<file path="src/rtl/vga_pkg.sv">
// Shared definitions for the VGA pattern pipeline: display geometry, the
// parameter-sequencer state type, colour type and power-on colour values.
package vga_pkg;

    // Visible raster size.
    localparam int H_ACTIVE = 1280;
    localparam int V_ACTIVE = 960;

    // Width of one gathered parameter field.
    localparam int FIELD_W = 4;

    // Slot of each parameter inside the gathered shadow set.
    localparam int FLD_SEL_A = 0;
    localparam int FLD_SEL_B = 1;
    localparam int FLD_R_A   = 2;
    localparam int FLD_G_A   = 3;
    localparam int FLD_B_A   = 4;
    localparam int FLD_R_B   = 5;
    localparam int FLD_G_B   = 6;
    localparam int FLD_B_B   = 7;

    // Parameter sequencer states.
    typedef enum logic [1:0] {
        ST_IDLE   = 2'd0,
        ST_GATHER = 2'd1,
        ST_READY  = 2'd2,
        ST_COMMIT = 2'd3
    } seq_state_t;

    // {r,g,b} colour, 4 bits per channel.
    typedef logic [11:0] color12_t;

    // Colours shown before any parameter set has been committed.
    localparam color12_t COL_A_RESET = 12'hFFF;
    localparam color12_t COL_B_RESET = 12'h000;

    // Assemble a colour from its three channel nibbles.
    function automatic color12_t pack_rgb(input logic [FIELD_W-1:0] r,
                                          input logic [FIELD_W-1:0] g,
                                          input logic [FIELD_W-1:0] b);
        return {r, g, b};
    endfunction

endpackage

</file>
<file path="src/rtl/frame_end_det.sv">
// Frame-end detector: flags the cycle where display_en falls on the last
// active line. Shared by the pattern stages that update between frames.
module frame_end_det #(
    parameter int V_ACTIVE = vga_pkg::V_ACTIVE
) (
    input  logic        clk_in,
    input  logic        reset,
    input  logic        display_en,
    input  logic [11:0] v_count,
    output logic        frame_end
);

    localparam logic [11:0] LAST_LINE = 12'(V_ACTIVE - 1);

    logic de_d;

    // Delay display_en one cycle so its falling edge can be seen.
    always_ff @(posedge clk_in) begin
        if (reset) begin
            de_d <= 1'b0;
        end else begin
            de_d <= display_en;
        end
    end

    // Falling edge of the active region on the last visible line ends the frame.
    assign frame_end = de_d && !display_en && (v_count == LAST_LINE);

endmodule

</file>
<file path="src/rtl/pattern_param_seq.sv">
// Pattern parameter sequencer: on an update request it samples NUM_FIELDS
// random nibbles into a shadow set, waits for the end of the visible frame
// and then swaps the whole set into the live pattern parameters at once, so
// the picture never shows a half-updated parameter set.
module pattern_param_seq #(
    parameter int V_ACTIVE   = vga_pkg::V_ACTIVE,
    parameter int NUM_FIELDS = 8
) (
    input  logic        clk_in,
    input  logic        reset,
    input  logic        display_en,
    input  logic [11:0] v_count,
    input  logic        half_sec_pulse,
    input  logic [12:0] rnd_in,
    input  logic        freeze,
    output logic [3:0]  sel_a,
    output logic [3:0]  sel_b,
    output logic [11:0] col_a,
    output logic [11:0] col_b,
    output logic        params_valid,
    output logic        update_pulse,
    output logic [7:0]  frame_count,
    output logic        busy
);

    import vga_pkg::*;

    localparam int IDX_W = (NUM_FIELDS > 1) ? $clog2(NUM_FIELDS) : 1;
    localparam logic [IDX_W-1:0] LAST_IDX = IDX_W'(NUM_FIELDS - 1);

    logic                frame_end;
    logic                request;
    seq_state_t          state_reg;
    seq_state_t          state_next;
    logic                pending_reg;
    logic                pending_next;
    logic [IDX_W-1:0]    idx_reg;
    logic [IDX_W-1:0]    idx_next;
    logic [FIELD_W-1:0]  shadow [NUM_FIELDS];
    logic [3:0]          sel_a_reg;
    logic [3:0]          sel_b_reg;
    color12_t            col_a_reg;
    color12_t            col_b_reg;
    logic                params_valid_reg;
    logic                update_pulse_reg;
    logic                busy_reg;
    logic [7:0]          frame_count_reg;
    logic                unused_rnd;

    // Only the low nibble of the LFSR word is consumed per gather slot.
    assign unused_rnd = ^rnd_in[12:FIELD_W];

    // A frozen tempo pulse is simply not a request.
    assign request = half_sec_pulse && !freeze;

    frame_end_det #(
        .V_ACTIVE (V_ACTIVE)
    ) u_frame_end_det (
        .clk_in     (clk_in),
        .reset      (reset),
        .display_en (display_en),
        .v_count    (v_count),
        .frame_end  (frame_end)
    );

    // Next-state, gather index and pending-request decisions.
    always_comb begin
        state_next   = state_reg;
        pending_next = pending_reg;
        idx_next     = '0;
        case (state_reg)
            ST_IDLE: begin
                if (request) begin
                    state_next = ST_GATHER;
                end
            end
            ST_GATHER: begin
                if (request) begin
                    pending_next = 1'b1;
                end
                if (idx_reg == LAST_IDX) begin
                    state_next = ST_READY;
                end else begin
                    idx_next = idx_reg + IDX_W'(1);
                end
            end
            ST_READY: begin
                // A request coinciding with the frame end is remembered for the next round.
                if (request) begin
                    pending_next = 1'b1;
                end
                if (frame_end) begin
                    state_next = ST_COMMIT;
                end
            end
            ST_COMMIT: begin
                if (pending_reg || request) begin
                    state_next = ST_GATHER;
                end else begin
                    state_next = ST_IDLE;
                end
            end
            default: begin
                state_next = ST_IDLE;
            end
        endcase
        // Starting a gather consumes every request seen so far; they collapse into it.
        if ((state_next == ST_GATHER) && (state_reg != ST_GATHER)) begin
            pending_next = 1'b0;
        end
    end

    // Sequencer state registers.
    always_ff @(posedge clk_in) begin
        if (reset) begin
            state_reg   <= ST_IDLE;
            pending_reg <= 1'b0;
            idx_reg     <= '0;
        end else begin
            state_reg   <= state_next;
            pending_reg <= pending_next;
            idx_reg     <= idx_next;
        end
    end

    genvar gi;
    generate
        for (gi = 0; gi < NUM_FIELDS; gi++) begin : g_shadow
            logic [FIELD_W-1:0] field_reg;

            // Capture one random nibble into this field during its gather slot.
            always_ff @(posedge clk_in) begin
                if (reset) begin
                    field_reg <= '0;
                end else if ((state_reg == ST_GATHER) && (idx_reg == IDX_W'(gi))) begin
                    field_reg <= rnd_in[FIELD_W-1:0];
                end
            end

            assign shadow[gi] = field_reg;
        end
    endgenerate

    // Live parameters change only when leaving COMMIT, all fields together.
    always_ff @(posedge clk_in) begin
        if (reset) begin
            sel_a_reg        <= '0;
            sel_b_reg        <= '0;
            col_a_reg        <= COL_A_RESET;
            col_b_reg        <= COL_B_RESET;
            params_valid_reg <= 1'b0;
            update_pulse_reg <= 1'b0;
        end else begin
            update_pulse_reg <= (state_reg == ST_COMMIT);
            if (state_reg == ST_COMMIT) begin
                sel_a_reg        <= shadow[FLD_SEL_A];
                sel_b_reg        <= shadow[FLD_SEL_B];
                col_a_reg        <= pack_rgb(shadow[FLD_R_A], shadow[FLD_G_A], shadow[FLD_B_A]);
                col_b_reg        <= pack_rgb(shadow[FLD_R_B], shadow[FLD_G_B], shadow[FLD_B_B]);
                params_valid_reg <= 1'b1;
            end
        end
    end

    // Completed-frame counter, wrapping naturally at 8 bits.
    always_ff @(posedge clk_in) begin
        if (reset) begin
            frame_count_reg <= '0;
        end else if (frame_end) begin
            frame_count_reg <= frame_count_reg + 8'd1;
        end
    end

    // Busy follows the state being entered so it lines up with GATHER/READY.
    always_ff @(posedge clk_in) begin
        if (reset) begin
            busy_reg <= 1'b0;
        end else begin
            busy_reg <= (state_next == ST_GATHER) || (state_next == ST_READY);
        end
    end

    assign sel_a        = sel_a_reg;
    assign sel_b        = sel_b_reg;
    assign col_a        = col_a_reg;
    assign col_b        = col_b_reg;
    assign params_valid = params_valid_reg;
    assign update_pulse = update_pulse_reg;
    assign frame_count  = frame_count_reg;
    assign busy         = busy_reg;

endmodule

</file>
<file path="config.mk">
export PLATFORM = sky130hd
export DESIGN_NAME = pattern_param_seq
export DESIGN_NICKNAME = d
export VERILOG_FILES = /design/src/rtl/vga_pkg.sv /design/src/rtl/frame_end_det.sv /design/src/rtl/pattern_param_seq.sv
export SDC_FILE = /design/constraint.sdc
export NUM_CORES = 1
export LEC_CHECK = 0
export CAP_MARGIN = 20
export CORE_AREA = 2 2 97 75
export DETAILED_ROUTE_END_ITERATION = 6
export DIE_AREA = 0 0 99 77
export GPL_TIMING_DRIVEN = 0
export PLACE_DENSITY = 0.77
export SLEW_MARGIN = 20
export SYNTH_ARGS = -nofsm -noshare
export SYNTH_HDL_FRONTEND = slang
export SYNTH_SLANG_ARGS = --single-unit
</file>
<file path="constraint.sdc">
create_clock -name clk_in -period 2.4 [get_ports clk_in]
set_input_delay 0.6 -clock clk_in [delete_from_list [all_inputs] [get_ports clk_in]]
set_output_delay 0.6 -clock clk_in [all_outputs]
set_load 0.005 [all_outputs]
</file>
[Word-level counts from Yosys, hierarchy flattened]
Cells that the tools add are included.
Word-level totals
  register bits: 82
  input port bits: 30
  output and inout bits: 43
  word-level logic and storage cells: 64
Cells by class
  add/sub/neg operators: 2
  equal/unequal tests: 14
  mux-type cells: 5
  bitwise logic cells: 1
  reduce and logical (&&, ||, !) cells: 22
Operator list (count)
  equality test 12 x 10 -> 1 bit (second input constant): 1
  equality test 3 bit (second input constant): 4
  logical AND 1 bit: 12
  adder 8 x 1 -> 8 bit (second input constant): 1
  one-hot mux 2 bit (4 select lines): 1
  equality test 2 bit (second input constant): 3
  equality test 3 x 2 -> 1 bit (second input constant): 2
  2-to-1 mux 2 bit: 3
  equality test 2 x 1 -> 1 bit (second input constant): 2
  OR reduction 2 bit: 2
  adder 3 x 1 -> 3 bit (second input constant): 1
  equality test 3 x 1 -> 1 bit (second input constant): 1
  zero test 3 bit: 1
  OR reduction 3 bit: 1
  zero test 1 bit: 2
  zero test 2 bit: 1
  logical OR 1 bit: 2
  inequality test 2 x 1 -> 1 bit (second input constant): 1
  AND reduction 2 bit: 1
  2-to-1 mux 1 bit: 1
  NOT 1 bit: 1

[Longest topological paths before layout]
Gate-level depths: netlist of run 1.
  depth after elaboration: 8
  depth in mapped cells: 9
  depth with buffers taken out: 8

[Hierarchy]
Synthesis of run 1 repeated with hierarchy kept, for this count alone.
Second synthesis, totals
  cell total of the unflattened synthesis: 324
  area, all modules: 3225.6 µm²
By module, submodules not included
  pattern_param_seq: instances 1, cells each 317, area an instance 3139.3 µm², seq. area each 1621.6 µm²
  frame_end_det: instances 1, cells each 7, area an instance 86.3 µm², seq. area each 20.0 µm²

[Least setup slack after synthesis of run 1]
Ideal clock, no wire load.
  path type: input port to flip-flop
  start point: input port v_count[10]
  end point: register frame_count_reg[4] (netlist: frame_count[4])
  setup time: 71 ps
  arrival time: 2013 ps
  required time: 2329 ps
  setup slack: 316 ps
  stages: 5
  buffers on the path: 1
  path through: nand4bb_1 or4_4 buf_6 or4_1 a21oi_1
On the way
  longest elaborated chain between the ends: 2
RTL lines
  from (decl): RTL line pattern_param_seq.sv:12  | input logic [11:0] v_count,
  equality test 12 x 10 -> 1 bit: RTL line frame_end_det.sv:27  | assign frame_end = de_d && !display_en && (v_count == LAST_LINE);
  logical AND 1 bit: RTL line frame_end_det.sv:27
  to (signal assigned): RTL line pattern_param_seq.sv:170  | frame_count_reg <= frame_count_reg + 8'd1;
  to (decl): RTL line pattern_param_seq.sv:47  | logic [7:0] frame_count_reg;
Every way passes these cells.
A chain may end at the register's enable or synchronous reset.

[Worst setup path after layout of run 1]
Same ends and word-level chain as after synthesis.

==> summary.md, run 1 <==
| Metric | Value |
|---|---|
| Critical path capture point type | flip-flop |
| Worst hold path class | flip-flop to flip-flop |
| Max frequency | about 0.44 GHz |
| Layout cell share with drive strength beyond 1 | between 4 and 5% |
| R2r worst-path depth | 6 |
| Peak supply drop | 414 uV |
| Instance area at placement | a little under 4000 sq um |
| Area Overhead vs Synth | 27.9% |
| Clock network fraction of total power | roughly two fifths |
| Cell types with the highest counts after synthesis | 82 x dfxtp_1, 44 x mux2i_1, 42 x nand2_1, 42 x nor2_1, 30 x a21oi_1 |
| WS Path Type | input port to flip-flop |
| Critical path data arrival time | approximately 2.6 ns |
| Net load switching power | 567 uW |
| Tmin final | 2.27 ns |
| Post-CTS Resized | 0 |
| Final RePlAce weighted congestion | roughly 0.73 |
| Setup crit start kind | input port |
| Combinational group share of total power | just over 6% |
| Full die area | 7620 sq um |
| Post-layout nets | ~450 |
| Measured slew at the worst slew-check pin | approximately 0.8 ns |
| Effective utilization at floorplan | 47.8% |
| Wire length of the first global-routing pass | ~12000 um |
| Maximum net fanout on the critical path | 10 |
| RSZ-0062 raised after global routing | no |
| Total half-perimeter wirelength after legalization and detailed placement | around 5000 um |
| Die span in x | 99 um |
| Number of nets with antenna violations after detailed routing | 0 |
| I/O pin cnt | 73 |
| Clock Pin Slew Worst Setup and Hold Paths | roughly 0.080 ns |
| Number of iterations in the first detailed-routing pass | 7 |
| Hold buffers post-CTS | 0 |
| Via density per instance | roughly 5.2 |
| Worst Hold Path Cells | 2 |
| Run status | finished clean |
| WP data required | around 2.7 ns |
| Number of flip-flops under the largest register name | 32 |
| CTS tree | yes |
| Fraction of the yosys area taken by sequential cells | 51.5% |
| Setup slack after layout | roughly 0.13 ns |
| H-Tree Depth | 3 |
| Synthesized flop and latch total | about 80 |
| Net count after synthesis | between 300 and 400 |
| Power per unit of standard cell area | approximately 620 nW/um^2 |
| Leakage dissipation | roughly 0.0015 uW |
| Count of final hold-check violations | 0 |
| Maximum count of clock buffers along a single path | 2 |
| Aggregate global routing overflow | 0 |
| Critical R2R Capture | g_shadow[1].field_reg[0] |
| Remaining DRCs | 0 |
| Fraction of post-synthesis cell area in the top cell type by area | between 50 and 60% |
| Number of global-route vias before repair | around 2400 |
| Row Count | 26 |
| Fraction of power consumed by sequential logic | 54.6% |
| Slack of the worst reg-to-reg path | roughly 0.24 ns |
| Overall die height | 77 um |
| Top cells by area in the synthesized netlist | dfxtp_1 51%, mux2i_1 14%, nand2_1 4.9% |
| Largest area contributor in the synthesized netlist | dfxtp_1 |
| Detail-routed net length per standard cell | about 14 um |
| Detailed Route Iter0 Violations | 128 |
| Mapped Area | 3190 sq um |
| Max Slew Vio Count | 0 |
| Setup slack at placement | -0.200 ns |
| Source of the worst register-to-register timing path | state_reg[0] |
| Global router's overall resource usage | about a fifth |
| Endpoint, Worst Hold | g_shadow[0].field_reg[1] |
| Worst min-delay path startpoint | g_shadow[0].field_reg[1] |
| Post-route fraction of the period consumed by the critical path | 94.8% |
| Clock sinks | 82 |
| Post-route cell area | ~4100 sq um |
| Headroom to the max-slew limit | between 40% and 50% |
| Synthesized area divided by synthesized cell count | 9.35 sq um |
| Number of endpoints failing setup at the final stage | 0 |
| Asr flop ratio synth | 0% |
| Max_cap viols | 0 |
| CTS buffer count | 9 |
| Number of standard cells after synthesis | roughly 340 |
| Core footprint | 6670 sq um |
| CTS root buf | clkbuf_8 |
| Insertion delay to the later sink of the worst-skew pair | around 0.35 ns |
| Worst clock skew | between 0.008 and 0.009 ns |
| Antenna violations before repair | 0 |
| Maximum number of pins on one net before global-route repair | 13 |
| Cell internal power dissipation | 1970 uW |
| Most instantiated flip-flop cell in the synthesis netlist | dfxtp_1 |
| Final antenna diode count | 0 |
| Most instantiated library cell after synthesis | dfxtp_1 |
| Count of unique library cells instantiated by Yosys | 28 |
| Via total after detailed routing | ~2600 |
| Sum of routed wire length over all layers | 7030 um |
| Port buffer count | 58 |
| Proportion of total power due to net switching | about 22% |
| Number of warnings reported in the yosys synthesis log | 0 |
| Count of flip-flops with a built-in enable after synthesis | 0 |
| Final core utilization | between 60% and 70% |
| Number of setup buffers added after CTS | 0 |
[metal layers]
layer	global-route usage, %	vias to the layer above	share of wire, %
met5	0	-	0
met4	5.62	0	1.1
met3	6.56	12	5.1
met2	29.3	70	45
met1	26.3	1211	49
li1	-	1304	-
[layout make-up]
type                    count  area [sq um]
multi-input cells         229          1430
plain buffers              21          86.3
clock buffers              14           163
repair buffers             58           581
inverters                   9          33.8
clock inverters             2          35.0
well taps                  84           105
flip-flops and latches     82          1640
fillers                   575          2590
[placed cells by master, fill, tap and decap left out, types with 2 or more instances in the layout]
master | synthesis | layout
dfxtp_1 | 82 | 82
clkdlybuf4s50_1 | 0 | 58
mux2i_1 | 44 | 44
nor2_1 | 42 | 42
nand2_1 | 42 | 42
a21oi_1 | 30 | 30
nand3_1 | 26 | 26
clkbuf_1 | 17 | 20
ha_1 | 12 | 12
clkbuf_8 | 0 | 11
inv_1 | 9 | 9
nor2b_1 | 5 | 5
o21ai_0 | 4 | 4
o31ai_1 | 4 | 4
or4_1 | 4 | 4
buf_1 | 3 | 3
nand4_1 | 2 | 2
nor3_1 | 2 | 2
or3_2 | 2 | 2
[critical path, cell delays in order]
cell and delay [ns]:
clkdlybuf4s50_1 0.42, nand4bb_1 0.24, or4_4 0.54, buf_6 0.16, or4_1 0.46, a21oi_1 0.15
[metrics by stage]
step                total power, uW  hold slack (ns)  TNS, ns  std cells
floorplan                      1510            0.433        0        341
global placement               1570            0.445   -0.858        483
detailed placement             1570            0.450    -1.17        483
CTS                            2550            0.461        0        499
global route                   2640            0.481        0        499
finish                         2540            0.463        0        499
[cells by family after synthesis]
| group | synth area share (%) |
|---|---|
| and+or+nand+nor | 18.9 |
| buffers and inverters | 3.77 |
| DFF | 51.5 |
| adders and majority gates | 4.71 |
| muxes | 13.8 |
| AOI/OAI and AO/OA | 7.03 |
| xor gates and xnor gates | 0.275 |
[worst max-delay path by stage]
stage	startpoint	slack (ns)	end	cells past startpoint
final	v_count[10]	0.13	frame_count[4]	6
after global routing	state_reg[0]	0.0001	g_shadow[2].field_reg[2]	6
after CTS	v_count[10]	0.17	pending_reg	8
after detailed placement	v_count[10]	-0.20	frame_count[4]	6
after global placement	v_count[4]	-0.17	pending_reg	8
after floorplan	v_count[10]	0.32	frame_count[4]	5
[power by group through the flow]
stage | clock, uW | sequential, uW | combinational, uW
floorplan | 0 | 1410 | 94.0
global placement | 0 | 1420 | 150
detailed placement | 0 | 1420 | 154
CTS | 1010 | 1390 | 156
global route | 1080 | 1390 | 177
finish | 996 | 1390 | 158
No activity file was read; power rests on OpenSTA's default activity.
==> run 2, diff against run 1 <==
- CORE_AREA: 2 2 97 75 -> 2 2 84 86
- CTS_CLUSTER_SIZE: default -> 12
- DIE_AREA: 0 0 99 77 -> 0 0 86 88
- PLACE_DENSITY: 0.77 -> 0.73
==> run 2 against run 1 <==
Net effect:
- hold slack worse by 0.0035 ns
- combinational power hardly changed
- cell count is 0.80% lower
- global-route usage is 0.18 points higher
- wire length is 1.7% higher
- flip-flop and latch count stayed put
- critical path type unchanged
- highest routed layer unchanged
==> summary.md, run 2 (same netlist as run 1, synthesis figures left out) <==
| Metric | Value |
|---|---|
| Kind of cell adding the most delay to the critical path | simple AND/OR/NAND/NOR gates (unchanged) |
| Number of endpoints failing setup at the final stage | 0 (unchanged) |
| Worst path slowest cell | or4_4 (unchanged) |
| Detailed Route Iter0 Violations | 98 (was 128) |
| Aggregate global routing overflow | 0 (unchanged) |
| Via total after detailed routing | 2568 (was 2597) |
| CTS root buf | clkbuf_8 (unchanged) |
| Filler cell count in the final layout | 585 (was 575) |
| Power per unit of standard cell area | 622 nW/um^2 (was 623 nW/um^2) |
| Most frequent cells in the layout | 82 x dfxtp_1, 58 x clkdlybuf4s50_1, 44 x mux2i_1, 42 x nor2_1, 42 x nand2_1 (unchanged) |
| Area Overhead vs Synth | 27.7% (was 27.9%) |
| CTS tree | yes (unchanged) |
| Effective utilization at floorplan | 48.0% (was 47.8%) |
| Wire length of the first global-routing pass | 11500 um (was 11800 um) |
| H-Tree Depth | 3 (unchanged) |
| Max frequency | 0.439 GHz (was 0.440 GHz) |
| Instance area at placement | 3870 sq um (about the same) |
| WP data required | 2.68 ns (about the same) |
| Total half-perimeter wirelength after legalization and detailed placement | 5030 um (was 5040 um) |
| Maximum net fanout on the critical path | 10 (unchanged) |
| Count of final hold-check violations | 0 (unchanged) |
| Number of buffers and inverters on the critical path | 2 (unchanged) |
| R2r worst-path depth | 6 (unchanged) |
| Tmin final | 2.28 ns (was 2.27 ns) |
| Remaining DRCs | 0 (unchanged) |
| Slowest cell delay on critical path | 0.58 ns (was 0.54 ns) |
| Number of flip-flops under the largest register name | 32 (unchanged) |
| Max_cap viols | 0 (unchanged) |
| Via density per instance | 5.19 (was 5.20) |
| WS Path Type | input port to flip-flop (unchanged) |
| Run status | finished clean (unchanged) |
| Die span in x | 86 um (was 99 um) |
| Maximum number of pins on one net before global-route repair | 14 (was 13) |
| Insertion delay to the later sink of the worst-skew pair | 0.35 ns (about the same) |
| Hold buffers post-CTS | 0 (unchanged) |
| Slack of the worst reg-to-reg path | 0.26 ns (was 0.24 ns) |
| RSZ-0062 raised after global routing | no (unchanged) |
| Final RePlAce weighted congestion | 0.779 (was 0.727) |
| Core footprint | 6640 sq um (was 6670 sq um) |
| Overall die height | 88 um (was 77 um) |
| Setup slack at placement | -0.336 ns (was -0.200 ns) |
| Final antenna diode count | 0 (unchanged) |
| Sum of routed wire length over all layers | 7150 um (was 7030 um) |
| Clock sinks | 82 (unchanged) |
| Max Slew Vio Count | 0 (unchanged) |
| Critical path depth in cells | 6 (unchanged) |
| Setup slack after layout | 0.122 ns (was 0.126 ns) |
| Critical path data arrival time | 2.56 ns (about the same) |
| Post-route fraction of the period consumed by the critical path | 94.9% (was 94.8%) |
| Number of iterations in the first detailed-routing pass | 4 (was 7) |
| Clock Pin Slew Worst Setup and Hold Paths | 0.08 ns (about the same) |
| Worst hold path class | flip-flop to flip-flop (unchanged) |
| I/O pin cnt | 73 (unchanged) |
| Detail-routed net length per standard cell | 14.5 um (was 14.1 um) |
| Global router's overall resource usage | 19.5% (was 19.4%) |
| Final core utilization | 61.3% (was 61.1%) |
| CTS buffer count | 9 (unchanged) |
| Post-route cell area | 4070 sq um (was 4080 sq um) |
| Full die area | 7570 sq um (was 7620 sq um) |
| Post-layout nets | 452 (unchanged) |
| Setup crit start kind | input port (unchanged) |
| Peak supply drop | 360 uV (was 414 uV) |
| Leakage dissipation | 0.00147 uW (about the same) |
| Chain of cells forming the critical path | clkdlybuf4s50_1 -> nand4_1 -> or4_4 -> buf_6 -> or4_1 -> a21oi_1 (was clkdlybuf4s50_1 -> nand4bb_1 -> or4_4 -> buf_6 -> or4_1 -> a21oi_1) |
| Measured slew at the worst slew-check pin | 0.772 ns (was 0.778 ns) |
| Number of global-route vias before repair | 2492 (was 2437) |
| Maximum count of clock buffers along a single path | 2 (unchanged) |
| Headroom to the max-slew limit | 48.5% (was 48.1%) |
| Layout cell share with drive strength beyond 1 | 4.82% (was 4.58%) |
| Most common cell after layout, fill and taps aside | dfxtp_1 (unchanged) |
| Worst clock skew | 0.00917 ns (was 0.00871 ns) |
| Antenna violations before repair | 0 (unchanged) |
| Worst Hold Path Cells | 2 (unchanged) |
| Number of nets with antenna violations after detailed routing | 0 (unchanged) |
| Row Count | 30 (was 26) |
| Critical path capture point type | flip-flop (unchanged) |
| Port buffer count | 58 (unchanged) |
==> run 2: routing by layer <==
metal | share of wire, % | vias to the layer above | global-route usage [%]
li1 | - | 1298 | -
met1 | 45 | 1191 | 24.5
met2 | 47 | 69 | 32.9
met3 | 5.7 | 10 | 3.20
met4 | 2.0 | 0 | 9.38
met5 | 0 | - | 0
==> run 2: final timing paths <==
check / startpoint / to
worst max-delay path: v_count[1] / frame_count[4]
worst min-delay path: g_shadow[7].field_reg[3] / g_shadow[7].field_reg[3]
worst max register to register: state_reg[0] / g_shadow[0].field_reg[2]
worst min register to register: g_shadow[7].field_reg[3] / g_shadow[7].field_reg[3]
==> run 2: worst reg2reg max path, cell delays in order (launching register included) <==
cell and delay (ns):
dfxtp_1 0.45, ha_1 0.18, clkbuf_1 0.32, nor2b_1 0.41, clkbuf_1 0.39, nand3_1 0.13
a21oi_1 0.17
==> run 2: per-stage QoR <==
step | hold WS, ns | power [uW] | instances | TNS, ns
2_1_floorplan | 0.433 | 1510 | 341 | 0
3_3_place_gp | 0.444 | 1570 | 479 | -1.19
3_5_place_dp | 0.449 | 1570 | 479 | -1.36
4_1_cts | 0.460 | 2550 | 495 | 0
5_1_grt | 0.484 | 2630 | 495 | 0
6_report | 0.459 | 2530 | 495 | 0
==> run 2: report_power, final <==
| part | switching [uW] | leakage, uW | internal, uW | total (uW) |
|---|---|---|---|---|
| logic | 96.8 | 0.000707 | 61.6 | 158 |
| registers | 12.0 | 0.000662 | 1370 | 1390 |
| clock network | 479 | 0.0000966 | 510 | 989 |
==> run 2: final cells by class <==
cell class                      count  area (sq um)  area share [%]
Sequential cell                    82          1640            40.3
Multi-Input combinational cell    229          1430            35.2
Timing Repair Buffer               58           581            14.3
Clock buffer                       12           145            3.56
Tap cell                           80           100            2.46
Buffer                             21          86.3            2.12
Clock inverter                      4          51.3            1.26
Inverter                            9          33.8           0.830
==> run 2: repair_timing <==
item	in CTS	in global routing
setup endpoints to repair	0	2
resized for setup	0	1
setup buffers	0	0
hold endpoints to repair	0	0
